## src/rtl/hack_fetch.sv

```systemverilog
// Hack CPU instruction fetch stage: owns the PC, registers the ROM word into the IR,
// hands it to the core over valid/ready, redirects on taken jumps, traps out-of-range fetches.
module hack_fetch #(
  parameter logic [15:0] RESET_PC = 16'h0000,
  parameter logic [15:0] PC_MAX   = 16'd4000
) (
  input  logic        clk,
  input  logic        reset,
  output logic [15:0] pc,
  input  logic [15:0] instruction,
  output logic [15:0] ir,
  output logic [15:0] ir_pc,
  output logic        ir_valid,
  input  logic        ir_ready,
  input  logic        jump,
  input  logic [15:0] jump_addr,
  output logic        fault
);

  typedef enum logic [1:0] {
    ST_BOOT  = 2'd0,
    ST_RUN   = 2'd1,
    ST_FAULT = 2'd2
  } state_t;

  state_t      state_q, state_d;
  logic [15:0] pc_q, pc_d;
  logic [15:0] ir_q, ir_d;
  logic [15:0] ir_pc_q, ir_pc_d;
  logic        ir_valid_q, ir_valid_d;
  logic        fault_q, fault_d;

  logic        fetch_en;
  logic        take_jump;
  logic        pc_legal;

  // A fetch happens whenever the IR is empty or is being drained this cycle.
  assign fetch_en  = (state_q == ST_RUN) && (!ir_valid_q || ir_ready);
  assign take_jump = (state_q == ST_RUN) && jump && ir_valid_q && ir_ready;
  assign pc_legal  = (pc_q <= PC_MAX);

  always_comb begin
    state_d    = state_q;
    pc_d       = pc_q;
    ir_d       = ir_q;
    ir_pc_d    = ir_pc_q;
    ir_valid_d = ir_valid_q;
    fault_d    = fault_q;

    case (state_q)
      ST_BOOT: begin
        state_d = ST_RUN;
      end
      ST_RUN: begin
        if (fetch_en) begin
          if (!pc_legal) begin
            state_d    = ST_FAULT;
            fault_d    = 1'b1;
            ir_valid_d = 1'b0;
          end else if (take_jump) begin
            // The sequential word on the ROM bus this cycle is dropped: one bubble.
            pc_d       = jump_addr;
            ir_valid_d = 1'b0;
          end else begin
            ir_d       = instruction;
            ir_pc_d    = pc_q;
            ir_valid_d = 1'b1;
            pc_d       = pc_q + 16'd1;
          end
        end
      end
      ST_FAULT: begin
        ir_valid_d = 1'b0;
        fault_d    = 1'b1;
      end
      default: begin
        state_d = ST_BOOT;
      end
    endcase
  end

  always_ff @(posedge clk) begin
    if (reset) begin
      state_q    <= ST_BOOT;
      pc_q       <= RESET_PC;
      ir_q       <= 16'h0000;
      ir_pc_q    <= 16'h0000;
      ir_valid_q <= 1'b0;
      fault_q    <= 1'b0;
    end else begin
      state_q    <= state_d;
      pc_q       <= pc_d;
      ir_q       <= ir_d;
      ir_pc_q    <= ir_pc_d;
      ir_valid_q <= ir_valid_d;
      fault_q    <= fault_d;
    end
  end

  assign pc       = pc_q;
  assign ir       = ir_q;
  assign ir_pc    = ir_pc_q;
  assign ir_valid = ir_valid_q;
  assign fault    = fault_q;

endmodule

```

## config.mk

```make
export PLATFORM = sky130hd
export DESIGN_NAME = hack_fetch
export DESIGN_NICKNAME = d
export VERILOG_FILES = /design/src/rtl/hack_fetch.sv
export SDC_FILE = /design/constraint.sdc
export NUM_CORES = 1
export LEC_CHECK = 0
export ABC_AREA = 1
export CAP_MARGIN = 20
export CORE_MARGIN = 3
export CORE_UTILIZATION = 62
export DETAILED_ROUTE_END_ITERATION = 10
export DONT_BUFFER_PORTS = 1
export PLACE_DENSITY = 0.87
export SETUP_SLACK_MARGIN = 0.2
export SYNTH_ARGS = -nofsm -noshare
export SYNTH_HDL_FRONTEND = slang
export SYNTH_SLANG_ARGS = --single-unit
```

## constraint.sdc

```tcl
create_clock -name clk -period 2.3 [get_ports clk]
set_input_delay 0.46 -clock clk [delete_from_list [all_inputs] [get_ports clk]]
set_output_delay 0.46 -clock clk [all_outputs]
set_load 0.02 [all_outputs]
```

# Word level (Yosys, flattened, before mapping)

Cells that the tools add are included.

Register bits after elaboration: 52
Output and inout bits: 50

Add/sub/neg operators: 1
Order comparisons: 1
Equality and inequality tests: 4
Multiplexer cells: 11
Bitwise gates (word level): 2
Reductions and logical operators: 13

Operators with widths:

| operator                                                                | count |
|---|---|
| 16-bit by 1-bit adder with 16-bit output, second input constant         | 1 |
| 16-bit by 12-bit <= comparator with 1-bit output, second input constant | 1 |
| 16-bit two-way mux                                                      | 1 |
| 3-bit AND reduction                                                     | 3 |
| 2-bit case mux with 3 select lines                                      | 1 |
| 1-bit two-way mux                                                       | 5 |
| 1-bit logical AND                                                       | 4 |
| 2-bit two-way mux                                                       | 2 |
| 2-bit != test, second input constant                                    | 2 |
| 1-bit case mux with 2 select lines                                      | 2 |
| 4-bit AND reduction                                                     | 1 |
| 2-bit by 1-bit equality test with 1-bit output, second input constant   | 1 |
| 2-bit equality test, second input constant                              | 1 |
| 2-bit logical NOT                                                       | 1 |
| 1-bit inverter                                                          | 2 |
| 2-bit AND reduction                                                     | 1 |
| 2-bit nonzero test                                                      | 1 |
| 1-bit logical NOT                                                       | 1 |
| 1-bit logical OR                                                        | 1 |

# Depth between registers and ports, before layout

Gate-level depths: netlist of run 1.

Word-level depth: 8
Depth in mapped cells: 13

# Least setup slack after synthesis of run 1

Ideal clock, no wire load.

Path kind: register -> register
Start: register pc_q[0] (netlist: pc[0])
End: register ir_q[10] (netlist: ir[10])
Library setup time: 0.112 ns
Arrival: 1.520 ns
Data required time: 2.188 ns
Path slack: 0.668 ns
Cell stages (with the launch flop): 14
Cell sequence: dfxtp_1 inv_1 ha_1 inv_1 nor2_1 nand2_1 nor2_1 nand2_1 nand2_2 nand3_2 buf_6 buf_6 nor2_2 nor2_1

Longest elaborated chain between the ends: 2

RTL lines:

| what                                             | line | RTL |
|---|---|---|
| start: declaration                               | 27   | `logic [15:0] pc_q, pc_d;` |
| start signal: assignment                         | 92   | `pc_q <= pc_d;` |
| 16-bit by 12-bit <= comparator with 1-bit output | 40   | `assign pc_legal = (pc_q <= PC_MAX);` |
| 4-bit AND reduction (no line)                    | -    |  |
| end signal: assignment                           | 93   | `ir_q <= ir_d;` |
| end: declaration                                 | 28   | `logic [15:0] ir_q, ir_d;` |

No other way between the ends.
A chain may end at the register's enable or synchronous reset.

# Worst setup path in the final report of run 1

Start: register pc_q[11] (netlist: pc[11])
End: register ir_pc_q[4] (netlist: ir_pc[4])

Longest elaborated chain between the ends: 2

RTL lines:

| what                                             | line | RTL |
|---|---|---|
| 16-bit by 12-bit <= comparator with 1-bit output | 40   |  |
| 4-bit AND reduction (no line)                    | -    |  |
| end signal: assignment                           | 94   | `ir_pc_q <= ir_pc_d;` |
| end: declaration                                 | 29   | `logic [15:0] ir_pc_q, ir_pc_d;` |

No other way between the ends.

==> results_tabular.tex, run 1 <==
\begin{tabular}{lr}
\hline
Metric & Value \\
\hline
\multicolumn{2}{l}{\textbf{Run status}} \\
\quad Status & finished clean \\
\multicolumn{2}{l}{\textbf{Timing}} \\
\quad Final hold vios & 0 \\
\quad Achievable Freq & 0.535 GHz \\
\quad RSZ-0062 raised after global routing & false \\
\quad Slew margin rel. & around two thirds \\
\quad Crit path time final & 1.87 ns \\
\quad Crit share post-route & a little over 80\% \\
\quad Pins Over Slew Limit & 0 \\
\quad Worst clock skew & 0.00634 ns \\
\quad Setup TNS & 0 ns \\
\quad Final setup violating endpoints & 0 \\
\quad Pin slew with the least headroom to its limit & 0.504 ns \\
\multicolumn{2}{l}{\textbf{Route}} \\
\quad Via-per-instance ratio & 5.01 \\
\quad DRC violation count after routing & 0 \\
\quad Per-cell routed wire length & $\sim$12 um \\
\quad First-pass iteration count of the detailed router & 4 \\
\quad Routed vias & between 2k and 2.5k \\
\quad Number of nets with antenna violations after detailed routing & 0 \\
\quad Final WL & between 5000 and 6000 um \\
\quad Starting DRC count in detailed routing & 125 \\
\multicolumn{2}{l}{\textbf{Synthesis}} \\
\quad Mapped Cells & 395 \\
\quad Area leader, netlist & sky130\_fd\_sc\_hd\_\_dfxtp\_1 \\
\quad Total number of yosys warnings & 0 \\
\quad Seq/Total Area, Yosys & 41.7\% \\
\quad Post-Synthesis Cell Area & 2500 um\^{}2 \\
\quad Ranking of synthesized cells by area & sky130\_fd\_sc\_hd\_\_dfxtp\_1 (42\%), sky130\_fd\_sc\_hd\_\_nand2\_1 (20\%), sky130\_fd\_sc\_hd\_\_nor2\_1 (11\%), sky130\_fd\_sc\_hd\_\_inv\_1 (8.3\%), sky130\_fd\_sc\_hd\_\_a21oi\_1 (3.2\%) \\
\quad Post-synth net total & 433 \\
\quad Number of register bits inferred by synthesis & 52 \\
\quad Synthesized-area fraction occupied by adder cells & 1.00\% \\
\quad Synth unique cells & 23 \\
\quad Post-synthesis mux area share & 0\% \\
\quad Xor/xnor cell area share of the yosys netlist & 1.05\% \\
\quad Fraction of synthesized cell area taken by the top area cell type & roughly two fifths \\
\quad Largest family of logic cells by synthesized area & simple AND/OR/NAND/NOR gates \\
\quad Complex-gate fraction of the synthesized area & approximately 5.8\% \\
\quad Mean cell area of the mapped netlist & 6.33 um\^{}2 \\
\quad Post-synthesis simple-gate area fraction & 38.4\% \\
\multicolumn{2}{l}{\textbf{Final layout}} \\
\quad Fillers & 320 \\
\quad Area of the multi-input gates & $\sim$1200 um\^{}2 \\
\quad Area added between synthesis and finish & 6.66\% \\
\quad Area of all sequential standard cells & 1040 um\^{}2 \\
\quad Leading cell type in the layout, fill and taps excluded & sky130\_fd\_sc\_hd\_\_nand2\_1 \\
\quad Net count, final & roughly 440 \\
\quad Top library cells by usage in the layout, fill and taps aside & sky130\_fd\_sc\_hd\_\_nand2\_1 (130), sky130\_fd\_sc\_hd\_\_nor2\_1 (75), sky130\_fd\_sc\_hd\_\_inv\_1 (55) \\
\quad Fraction of final layout cells sized beyond drive strength 1 & 7.56\% \\
\quad Antenna diode count & 0 \\
\multicolumn{2}{l}{\textbf{Worst setup path}} \\
\quad CP max-delay cell & sky130\_fd\_sc\_hd\_\_dfxtp\_1 \\
\quad Slack of the worst reg-to-reg path & between 0.4 and 0.5 ns \\
\quad Depth of the most critical reg-to-reg path & 11 \\
\quad Required time reported for the critical path endpoint & 2.54 ns \\
\quad Maximum fanout encountered on the critical timing path & 25 \\
\quad Data arrival time of the critical path & 2.10 ns \\
\quad Worst Setup End Kind & register \\
\quad CP dominant cell by count & sky130\_fd\_sc\_hd\_\_nand2\_1 \\
\quad Crit path largest cell delay & 0.53 ns \\
\quad Endpoint of the worst register-to-register path & ir\_pc[4] \\
\quad Critical R2R Launch & pc[11] \\
\quad Start-to-end type of the worst setup path & reg2reg \\
\quad Sequence of cells on the critical path & nand2\_1, inv\_1, nand2\_1, nor2\_1, nand2\_1, nand2\_2, nand3\_2, buf\_12, nand2\_1, nand2\_1, nor2\_1 \\
\quad Critical Path Start Type & register \\
\multicolumn{2}{l}{\textbf{Power and ir drop}} \\
\quad Switching power as a share of total power & a little under a third \\
\quad Pleak & 1.28 nW \\
\quad Comb power frac & 14.1\% \\
\quad Share of total power in the clock network & roughly 27\% \\
\quad Switching power of the nets & 540 uW \\
\quad Total power per unit cell area & 675 nW/um\^{}2 \\
\quad Part of the power in registers & 59.1\% \\
\quad VDD IR max & 0.620 mV \\
\quad Final total power & about 1.8 mW \\
\quad Pint & $\sim$1.3 mW \\
\multicolumn{2}{l}{\textbf{Hold path}} \\
\quad Worst min-delay path category & in2reg \\
\quad Endpoint with the worst hold slack & ir\_valid \\
\quad Start point of the worst hold path & reset \\
\quad Hold Path Stages & 1 \\
\multicolumn{2}{l}{\textbf{Floorplanning}} \\
\quad Number of placement rows & 22 \\
\quad Effective utilization at floorplan & 66.3\% \\
\quad I/O pin count & 86 \\
\quad Area of the die & slightly below 5000 um\^{}2 \\
\quad Core Footprint & 3770 um\^{}2 \\
\quad Die Span X & 69.5 um \\
\quad Height of the die & just under 70 um \\
\multicolumn{2}{l}{\textbf{Global route}} \\
\quad Via count of the first global-routing pass & 2080 \\
\quad Overall fraction of global-route tracks in use & a little over a fifth \\
\quad Largest net degree at the start of global routing & 27 \\
\quad Overall overflow remaining after global route & 0 \\
\quad Global-route wire length before repair & 8850 um \\
\quad Initial antenna violation count & 0 \\
\multicolumn{2}{l}{\textbf{CTS}} \\
\quad Post-CTS Setup Repair Bufs & 0 \\
\quad Clock tree from TritonCTS & done \\
\quad CTS root buf & sky130\_fd\_sc\_hd\_\_clkbuf\_8 \\
\quad Worst-case clock buffer depth & 2 \\
\quad Number of buffers added by the clock tree synthesis step & 5 \\
\quad Reg clk slew, reported paths & 0.09 ns \\
\quad Post-cts resize count & 0 \\
\quad CTS sink count & 52 \\
\quad Worst-Skew Late Latency & 0.30 ns \\
\quad Cts hold-fix bufs & 0 \\
\quad Depth of the CTS H-tree & 2 \\
\multicolumn{2}{l}{\textbf{Run}} \\
\quad Max\_cap viols & 0 \\
\multicolumn{2}{l}{\textbf{Place}} \\
\quad Detailed-placement wirelength estimate & 3880 um \\
\quad Count of buffers from port buffering & 0 \\
\quad Routability-driven placement congestion ratio & 0.852 \\
\hline
\end{tabular}
==> worst max-delay path by stage <==
| stage | start | endpoint | cells after the start |
|---|---|---|---|
| 3_3_place_gp | pc[11] | ir_pc[10] | 11 |
| 2_1_floorplan | pc[0] | ir[10] | 13 |
| 4_1_cts | pc[11] | ir_pc[4] | 11 |
| 6_report | pc[11] | ir_pc[4] | 11 |
| 3_5_place_dp | pc[11] | ir_pc[10] | 11 |
| 5_1_grt | pc[11] | ir_pc[4] | 11 |
==> flip-flops by register name (all words and copies together) (netlist names) <==
signal	count
ir	16
fault	1
pc	16
ir_pc	16
state_q	2
ir_valid	1
==> routing by layer <==
metal	share of wire (%)	GRT usage (%)
met5	0	0
met4	0.94	5.42
met3	8.8	7.54
met2	48	39.1
met1	42	25.0
==> layout make-up <==
cell class	count	area share [%]
Tap cell	48	2.25
Timing Repair Buffer	13	4.60
Clock buffer	6	2.72
Sequential cell	52	39.1
Inverter	56	7.89
Clock inverter	1	0.188
Multi-Input combinational cell	269	43.3
==> per-stage QoR <==
stage / setup slack [ns] / area, um^2 / hold WS, ns / utilization [%] / instances
after global placement: 0.574 / 2590 / 0.483 / 68.6 / 438
after floorplan: 0.668 / 2500 / 0.471 / - / 395
after CTS: 0.438 / 2670 / 0.206 / 70.7 / 445
after global routing: 0.231 / 2670 / 0.194 / 70.7 / 445
final: 0.432 / 2670 / 0.214 / 70.7 / 445
after detailed placement: 0.497 / 2590 / 0.500 / 68.6 / 438
==> power by group through the flow <==
stage | clock network [mW] | logic [mW] | registers, mW
after floorplan | 0 | 0.202 | 1.08
after global placement | 0 | 0.244 | 1.08
after detailed placement | 0 | 0.252 | 1.09
after CTS | 0.493 | 0.254 | 1.07
after global routing | 0.523 | 0.294 | 1.07
final | 0.483 | 0.253 | 1.06
==> critical path: cells and delay by family, from the launching register on <==
family / cells / cell delay, ns
buffers and inverters: 2 / 0.32
DFF: 1 / 0.53
and+or+nand+nor: 9 / 0.95
==> kinds of logic (layout without fill, tap and decap cells) <==
| family | after synthesis | after routing |
|---|---|---|
| simple gates | 237 | 237 |
| buf+inv | 74 | 76 |
| flops | 52 | 52 |
| compound gates | 27 | 27 |
| xor+xnor | 3 | 3 |
| fa+ha+maj | 2 | 2 |
==> cells in the mapped netlist <==
master	count
sky130_fd_sc_hd__dfxtp_1	52
sky130_fd_sc_hd__o21bai_1	2
sky130_fd_sc_hd__nor2_1	75
sky130_fd_sc_hd__nand2_1	130
sky130_fd_sc_hd__nor3_2	1
sky130_fd_sc_hd__o21ai_0	7
sky130_fd_sc_hd__a21oi_2	1
sky130_fd_sc_hd__xnor2_1	1
sky130_fd_sc_hd__ha_1	2
sky130_fd_sc_hd__buf_6	2
sky130_fd_sc_hd__xor2_1	2
sky130_fd_sc_hd__nand3_1	16
sky130_fd_sc_hd__nor2_2	6
sky130_fd_sc_hd__nand2_2	1
sky130_fd_sc_hd__clkinv_1	1
sky130_fd_sc_hd__nand4_1	4
sky130_fd_sc_hd__nand3_2	2
sky130_fd_sc_hd__a21oi_1	16
sky130_fd_sc_hd__o21ai_1	1
sky130_fd_sc_hd__nor3_1	2
sky130_fd_sc_hd__inv_1	55
sky130_fd_sc_hd__buf_2	9
sky130_fd_sc_hd__clkbuf_1	7
(Power assumes the default switching activity.)
==> inputs of run 2 (changes only) <==
--- a/config.mk
+++ b/config.mk
@@ -8,10 +8,10 @@
 export ABC_AREA = 1
 export CAP_MARGIN = 20
 export CORE_MARGIN = 3
-export CORE_UTILIZATION = 62
+export CORE_UTILIZATION = 56
 export DETAILED_ROUTE_END_ITERATION = 10
 export DONT_BUFFER_PORTS = 1
-export PLACE_DENSITY = 0.87
+export PLACE_DENSITY = 0.83
 export SETUP_SLACK_MARGIN = 0.2
 export SYNTH_ARGS = -nofsm -noshare
 export SYNTH_HDL_FRONTEND = slang
==> constraint.sdc (replaced) <==
create_clock -name clk -period 1.6 [get_ports clk]
set_input_delay 0.32 -clock clk [delete_from_list [all_inputs] [get_ports clk]]
set_output_delay 0.32 -clock clk [all_outputs]
set_load 0.02 [all_outputs]
==> run 2 against run 1 <==
Wire length grew 36%. Critical path depth grew 2. Final cell count grew 6.7%. The flow now finishes with violations (negative setup slack). Via count grew 13%. Register-to-register slack lost 0.53 ns. Clock power grew 64%. Highest routed layer unchanged. Total power grew 60%. Die area grew 9.8%. Global-route usage grew 2.9 points. Clock skew is essentially flat.
==> results_tabular.tex, run 2 (same netlist as run 1, synthesis figures left out) <==
\begin{tabular}{lr}
\hline
Metric & Value \\
\hline
\multicolumn{2}{l}{\textbf{Floorplanning}} \\
\quad Number of placement rows & 23 \\
\quad Height of the die & 72.8 um \\
\quad Area of the die & 5300 um\^{}2 \\
\quad Core Footprint & 4140 um\^{}2 \\
\quad Effective utilization at floorplan & 60.3\% \\
\quad I/O pin count & 86 \\
\quad Die Span X & a little over 70 um \\
\multicolumn{2}{l}{\textbf{Run status}} \\
\quad Status & finished with violations \\
\quad Violations in the final reports & negative setup slack \\
\multicolumn{2}{l}{\textbf{CTS}} \\
\quad CTS root buf & sky130\_fd\_sc\_hd\_\_clkbuf\_8 \\
\quad Reg clk slew, reported paths & $\sim$0.10 ns \\
\quad Depth of the CTS H-tree & 2 \\
\quad Number of buffers added by the clock tree synthesis step & 5 \\
\quad Cts hold-fix bufs & 0 \\
\quad Worst-case clock buffer depth & 2 \\
\quad CTS sink count & 52 \\
\quad Clock tree from TritonCTS & done \\
\quad Worst-Skew Late Latency & $\sim$0.30 ns \\
\multicolumn{2}{l}{\textbf{Worst setup path}} \\
\quad Endpoint of the worst register-to-register path & fault \\
\quad CP max-delay cell & sky130\_fd\_sc\_hd\_\_dfxtp\_4 \\
\quad Depth of the most critical reg-to-reg path & 13 \\
\quad Slack of the worst reg-to-reg path & -0.1 ns \\
\quad Critical R2R Launch & pc[0] \\
\quad Maximum fanout encountered on the critical timing path & 2 \\
\quad CP dominant cell by count & sky130\_fd\_sc\_hd\_\_nor2\_1 \\
\quad Start-to-end type of the worst setup path & reg2reg \\
\quad Data arrival time of the critical path & around 1.9 ns \\
\quad Critical Path Start Type & register \\
\quad Crit path largest cell delay & 0.37 ns \\
\quad Required time reported for the critical path endpoint & 1.79 ns \\
\quad Worst Setup End Kind & register \\
\quad Sequence of cells on the critical path & inv\_4, ha\_4, inv\_2, nor2\_2, nand2\_1, nor2\_1, nand2\_1, nand2\_2, buf\_4, buf\_4, nor2\_1, nor2\_1, o21ai\_1 \\
\multicolumn{2}{l}{\textbf{Global route}} \\
\quad Global-route wire length before repair & roughly 10000 um \\
\quad Initial antenna violation count & 0 \\
\quad Overall fraction of global-route tracks in use & 24.9\% \\
\quad Largest net degree at the start of global routing & 53 \\
\quad Overall overflow remaining after global route & 0 \\
\quad Via count of the first global-routing pass & around 2.4k \\
\multicolumn{2}{l}{\textbf{Timing}} \\
\quad Crit share post-route & 106\% \\
\quad Final Worst Setup Slack & -0.0961 ns \\
\quad RSZ-0062 raised after global routing & true \\
\quad Final hold vios & 0 \\
\quad Worst clock skew & a little under 0.006 ns \\
\quad Pin slew with the least headroom to its limit & around 0.35 ns \\
\quad Pins Over Slew Limit & 0 \\
\quad Final setup violating endpoints & 31 \\
\quad Worst hold slack & 0.0569 ns \\
\quad Crit path time final & 1.70 ns \\
\quad Achievable Freq & 0.590 GHz \\
\quad Slew margin rel. & 76.2\% \\
\multicolumn{2}{l}{\textbf{Route}} \\
\quad Starting DRC count in detailed routing & 179 \\
\quad Routed vias & 2524 \\
\quad Per-cell routed wire length & about 15 um \\
\quad Number of nets with antenna violations after detailed routing & 0 \\
\quad Via-per-instance ratio & 5.31 \\
\quad First-pass iteration count of the detailed router & 4 \\
\quad Final WL & 7200 um \\
\quad DRC violation count after routing & 0 \\
\multicolumn{2}{l}{\textbf{Final layout}} \\
\quad Leading cell type in the layout, fill and taps excluded & sky130\_fd\_sc\_hd\_\_nand2\_1 \\
\quad Utilization after layout & 78.4\% \\
\quad Area added between synthesis and finish & 30.1\% \\
\quad Cell area after layout & 3250 um\^{}2 \\
\quad Net count, final & approximately 460 \\
\quad Top library cells by usage in the layout, fill and taps aside & sky130\_fd\_sc\_hd\_\_nand2\_1 (105), sky130\_fd\_sc\_hd\_\_nor2\_1 (65), sky130\_fd\_sc\_hd\_\_inv\_1 (50) \\
\quad Fillers & 281 \\
\quad Fraction of final layout cells sized beyond drive strength 1 & a little under a third \\
\quad Antenna diode count & 0 \\
\multicolumn{2}{l}{\textbf{Place}} \\
\quad Routability-driven placement congestion ratio & 0.865 \\
\quad Area post-placement & around 2700 um\^{}2 \\
\quad Detailed-placement wirelength estimate & 4240 um \\
\quad Count of buffers from port buffering & 0 \\
\multicolumn{2}{l}{\textbf{Hold path}} \\
\quad Start point of the worst hold path & reset \\
\quad Hold Path Stages & 1 \\
\quad Endpoint with the worst hold slack & pc[1] \\
\quad Worst min-delay path category & in2reg \\
\multicolumn{2}{l}{\textbf{Power and ir drop}} \\
\quad Pint & 1.96 mW \\
\quad Switching power as a share of total power & approximately 32\% \\
\quad Part of the power in registers & 53.0\% \\
\quad Switching power of the nets & about 920 uW \\
\quad VDD IR max & 0.813 mV \\
\quad Comb power frac & 19.5\% \\
\quad Total power per unit cell area & 887 nW/um\^{}2 \\
\quad Share of total power in the clock network & 27.5\% \\
\quad Pleak & between 1.5 and 2 nW \\
\multicolumn{2}{l}{\textbf{Run}} \\
\quad Max\_cap viols & 0 \\
\hline
\end{tabular}
[run 2: changes by cell type in the layout (fill, tap and decap cells not counted), moves of 8 or more]
cell,previous run,this run
sky130_fd_sc_hd__a21oi_2,1,14
sky130_fd_sc_hd__nand2_1,130,105
sky130_fd_sc_hd__nand2_2,1,15
sky130_fd_sc_hd__buf_4,11,28
sky130_fd_sc_hd__dfxtp_1,52,41
sky130_fd_sc_hd__nand2_4,0,11
sky130_fd_sc_hd__a21oi_1,16,3
sky130_fd_sc_hd__dfxtp_2,0,9
sky130_fd_sc_hd__nor2_1,75,65
sky130_fd_sc_hd__buf_6,0,8
[run 2: what timing repair did]
action	in CTS	in global routing
gates resized for setup	34	59
pin swaps	9	22
endpoints found under the setup margin	49	54
gates cloned	1	1
hold endpoints to repair	0	0
setup buffers	8	5
[run 2: worst max-delay path: cells and delay by family, from the launching register on]
family          cells  cell delay [ns]
simple gates        7             0.69
flops               1             0.37
buf+inv             4             0.31
fa+ha+maj           1             0.11
compound gates      1             0.08
[run 2: area by class of cell]
| cell class | count | area, um^2 | area share, % |
|---|---|---|---|
| clock buffer | 6 | 82.6 | 2.54 |
| clock inverter | 2 | 13.8 | 0.423 |
| inverter | 56 | 233 | 7.16 |
| timing repair inverter | 1 | 6.26 | 0.192 |
| sequential | 52 | 1060 | 32.6 |
| multi-input combinational | 269 | 1430 | 44.1 |
| timing repair buffer | 39 | 360 | 11.1 |
| tap | 50 | 62.6 | 1.92 |
[run 2: worst max path at each step]
stage          start     end  cells after the start
2_1_floorplan  pc[1]  ir[10]                     13
3_3_place_gp   pc[1]   ir[3]                     12
3_5_place_dp   pc[1]   ir[8]                     13
4_1_cts        pc[1]   ir[8]                     13
5_1_grt        pc[1]   fault                     13
6_report       pc[0]   fault                     13
[run 2: power by group through the flow]
stage               clock network [mW]  logic [mW]  registers [mW]
floorplan                            0       0.304            1.56
global placement                     0       0.375            1.55
detailed placement                   0       0.387            1.56
CTS                              0.796       0.449            1.53
global route                     0.861       0.628            1.54
finish                           0.792       0.564            1.53
[run 2: metrics by stage]
step	total power, mW	instances	TNS, ns	worst slack, ns
final	2.88	475	-1.51	-0.0961
after global routing	3.03	475	-4.94	-0.181
after CTS	2.77	469	0	0.0388
after detailed placement	1.95	452	0	0.0150
after global placement	1.93	452	0	0.0893
after floorplan	1.86	395	0	0.0577
[run 2: layer usage]
| metal | GRT usage [%] | vias to the layer above | wire length, um |
|---|---|---|---|
| met5 | 0 | - | 0 |
| met1 | 29.8 | 1158 | 2810 |
| met3 | 6.75 | 26 | 513 |
| met2 | 42.4 | 104 | 3650 |
| li1 | - | 1236 | - |
| met4 | 9.43 | 0 | 228 |
==> inputs of run 3 (changes only) <==
--- a/config.mk
+++ b/config.mk
@@ -8,11 +8,12 @@
 export ABC_AREA = 1
 export CAP_MARGIN = 20
 export CORE_MARGIN = 3
-export CORE_UTILIZATION = 56
+export CORE_UTILIZATION = 50
 export DETAILED_ROUTE_END_ITERATION = 10
 export DONT_BUFFER_PORTS = 1
-export PLACE_DENSITY = 0.83
+export PLACE_DENSITY = 0.65
 export SETUP_SLACK_MARGIN = 0.2
+export SLEW_MARGIN = 0
 export SYNTH_ARGS = -nofsm -noshare
 export SYNTH_HDL_FRONTEND = slang
 export SYNTH_SLANG_ARGS = --single-unit
==> run 3 against run 2 <==
Non-clock buffer count is 4 lower. Via count is 4.8% lower. Hold slack better by 0.0078 ns. Worst setup slack better by 0.076 ns. Sequential power hardly changed. Critical path type unchanged. The flow still finishes with violations (negative setup slack). Register-to-register slack better by 0.08 ns.
==> results_tabular.tex, run 3 (same netlist as run 1, synthesis figures left out) <==
\begin{tabular}{lr}
\hline
Metric & Value \\
\hline
\multicolumn{2}{l}{\textbf{CTS}} \\
\quad Depth of the CTS H-tree & 2 \\
\quad Cts hold-fix bufs & 0 \\
\quad CTS root buf & sky130\_fd\_sc\_hd\_\_clkbuf\_8 \\
\quad CTS sink count & 52 \\
\quad Clock tree from TritonCTS & done \\
\quad Worst-Skew Late Latency & 0.30 ns \\
\quad Worst-case clock buffer depth & 2 \\
\quad Number of buffers added by the clock tree synthesis step & 5 \\
\quad Reg clk slew, reported paths & around 0.10 ns \\
\multicolumn{2}{l}{\textbf{Floorplanning}} \\
\quad Height of the die & 76.7 um \\
\quad Number of placement rows & 25 \\
\quad Core Footprint & between 4000 and 5000 um\^{}2 \\
\quad Area of the die & 5880 um\^{}2 \\
\quad I/O pin count & 86 \\
\quad Effective utilization at floorplan & 52.2\% \\
\quad Die Span X & roughly 77 um \\
\multicolumn{2}{l}{\textbf{Route}} \\
\quad DRC violation count after routing & 0 \\
\quad Number of nets with antenna violations after detailed routing & 0 \\
\quad Final WL & 6500 um \\
\quad Per-cell routed wire length & 13.3 um \\
\quad First-pass iteration count of the detailed router & 4 \\
\quad Routed vias & 2404 \\
\quad Via-per-instance ratio & roughly 4.9 \\
\quad Starting DRC count in detailed routing & 94 \\
\multicolumn{2}{l}{\textbf{Worst setup path}} \\
\quad Worst Setup End Kind & register \\
\quad Slack of the worst reg-to-reg path & -0.02 ns \\
\quad Maximum fanout encountered on the critical timing path & 15 \\
\quad Critical R2R Launch & pc[0] \\
\quad Required time reported for the critical path endpoint & 1.81 ns \\
\quad Critical Path Start Type & register \\
\quad Start-to-end type of the worst setup path & reg2reg \\
\quad Endpoint of the worst register-to-register path & ir\_pc[9] \\
\quad Launching instance or port of the critical path & pc[0] \\
\quad Depth of the most critical reg-to-reg path & 12 \\
\quad Worst setup path end & ir\_pc[9] \\
\quad Data arrival time of the critical path & 1.83 ns \\
\multicolumn{2}{l}{\textbf{Hold path}} \\
\quad Worst min-delay path category & in2reg \\
\quad Start point of the worst hold path & reset \\
\multicolumn{2}{l}{\textbf{Power and ir drop}} \\
\quad VDD IR max & 0.593 mV \\
\quad Total power per unit cell area & 927 nW/um\^{}2 \\
\quad Pleak & 1.46 nW \\
\multicolumn{2}{l}{\textbf{Run status}} \\
\quad Status & finished with violations \\
\quad Violations in the final reports & negative setup slack \\
\multicolumn{2}{l}{\textbf{Place}} \\
\quad Detailed-placement wirelength estimate & between 4000 and 5000 um \\
\quad Worst-case setup slack after placement & 0.0592 ns \\
\quad Routability-driven placement congestion ratio & 0.852 \\
\quad Count of buffers from port buffering & 0 \\
\quad Area post-placement & 2720 um\^{}2 \\
\multicolumn{2}{l}{\textbf{Global route}} \\
\quad Overall fraction of global-route tracks in use & 21.2\% \\
\quad Overall overflow remaining after global route & 0 \\
\quad Global-route wire length before repair & 10300 um \\
\quad Initial antenna violation count & 0 \\
\quad Via count of the first global-routing pass & about 2.3k \\
\quad Largest net degree at the start of global routing & 60 \\
\multicolumn{2}{l}{\textbf{Timing}} \\
\quad Pin slew with the least headroom to its limit & 0.420 ns \\
\quad Crit path time final & $\sim$1.6 ns \\
\quad Pins Over Slew Limit & 0 \\
\quad Achievable Freq & 0.617 GHz \\
\quad Slew margin rel. & 71.9\% \\
\quad RSZ-0062 raised after global routing & true \\
\quad Final setup violating endpoints & 10 \\
\quad Final Worst Setup Slack & -0.0199 ns \\
\quad Crit share post-route & 101\% \\
\quad Final hold vios & 0 \\
\quad Worst hold slack & 0.0647 ns \\
\quad Worst clock skew & 0.00608 ns \\
\multicolumn{2}{l}{\textbf{Final layout}} \\
\quad Area of all sequential standard cells & 1060 um\^{}2 \\
\quad Area added between synthesis and finish & 26.9\% \\
\quad Net count, final & 458 \\
\quad Area of the multi-input gates & 1290 um\^{}2 \\
\quad Fraction of final layout cells sized beyond drive strength 1 & 23.8\% \\
\quad Leading cell type in the layout, fill and taps excluded & sky130\_fd\_sc\_hd\_\_nand2\_1 \\
\quad Antenna diode count & 0 \\
\quad Top library cells by usage in the layout, fill and taps aside & sky130\_fd\_sc\_hd\_\_nand2\_1 (119), sky130\_fd\_sc\_hd\_\_nor2\_1 (67), sky130\_fd\_sc\_hd\_\_inv\_1 (49) \\
\quad Cell area after layout & about 3200 um\^{}2 \\
\quad Fillers & 456 \\
\multicolumn{2}{l}{\textbf{Run}} \\
\quad Max\_cap viols & 0 \\
\hline
\end{tabular}
==> run 3: critical path, stage by stage, from the launching register on <==
cell	delay (ns)
sky130_fd_sc_hd__dfxtp_4	0.37
sky130_fd_sc_hd__inv_4	0.06
sky130_fd_sc_hd__ha_4	0.11
sky130_fd_sc_hd__inv_2	0.03
sky130_fd_sc_hd__nor2_2	0.08
sky130_fd_sc_hd__nand2_1	0.06
sky130_fd_sc_hd__nor2_1	0.09
sky130_fd_sc_hd__nand2_1	0.07
sky130_fd_sc_hd__nand2_2	0.11
sky130_fd_sc_hd__nand3_4	0.16
sky130_fd_sc_hd__clkbuf_16	0.24
sky130_fd_sc_hd__nor2_1	0.10
sky130_fd_sc_hd__nor2_1	0.05
==> run 3: area by class of cell <==
class,count,area share [%]
timing repair inverter,1,0.355
tap,67,2.64
timing repair buffer,35,12.5
sequential,52,33.4
inverter,56,7.18
clock inverter,1,0.276
multi-input combinational,269,40.6
clock buffer,7,3.08
==> run 3: through the flow <==
step	power (mW)	cells	utilization, %	setup TNS (ns)
finish	2.94	488	66.2	-0.0686
global route	3.11	488	66.2	-4.33
CTS	2.84	479	61.4	0
detailed placement	1.94	467	56.9	0
floorplan	1.86	395	-	0
global placement	1.93	467	56.9	0
==> run 3: worst min-delay path by stage <==
stage / endpoint / slack [ns] / depth (start not counted)
finish: pc[0] / 0.06 / 1
global route: pc[0] / 0.04 / 1
CTS: pc[1] / 0.05 / 1
detailed placement: pc[1] / 0.39 / 1
global placement: pc[1] / 0.38 / 1
floorplan: ir[10] / 0.43 / 2
==> run 3: layer usage <==
metal  vias to the layer above  part of all wire, %  GRT usage, %
met4                         0                 0.31          4.71
met3                         2                  6.4          6.22
met1                      1098                   44          26.0
li1                       1237                    -             -
met2                        67                   50          36.6
met5                         -                    0             0
==> run 3: what timing repair did <==
action                     CTS  global route
gates resized for setup     18            28
pin swaps                    3            11
gates cloned                 1             6
setup endpoints to repair   49            50
buffers inserted             3             3
==> run 3: report_power, final <==
group	switching, mW	internal, mW
Combinational	0.310	0.246
Sequential	0.147	1.38
Clock	0.445	0.411
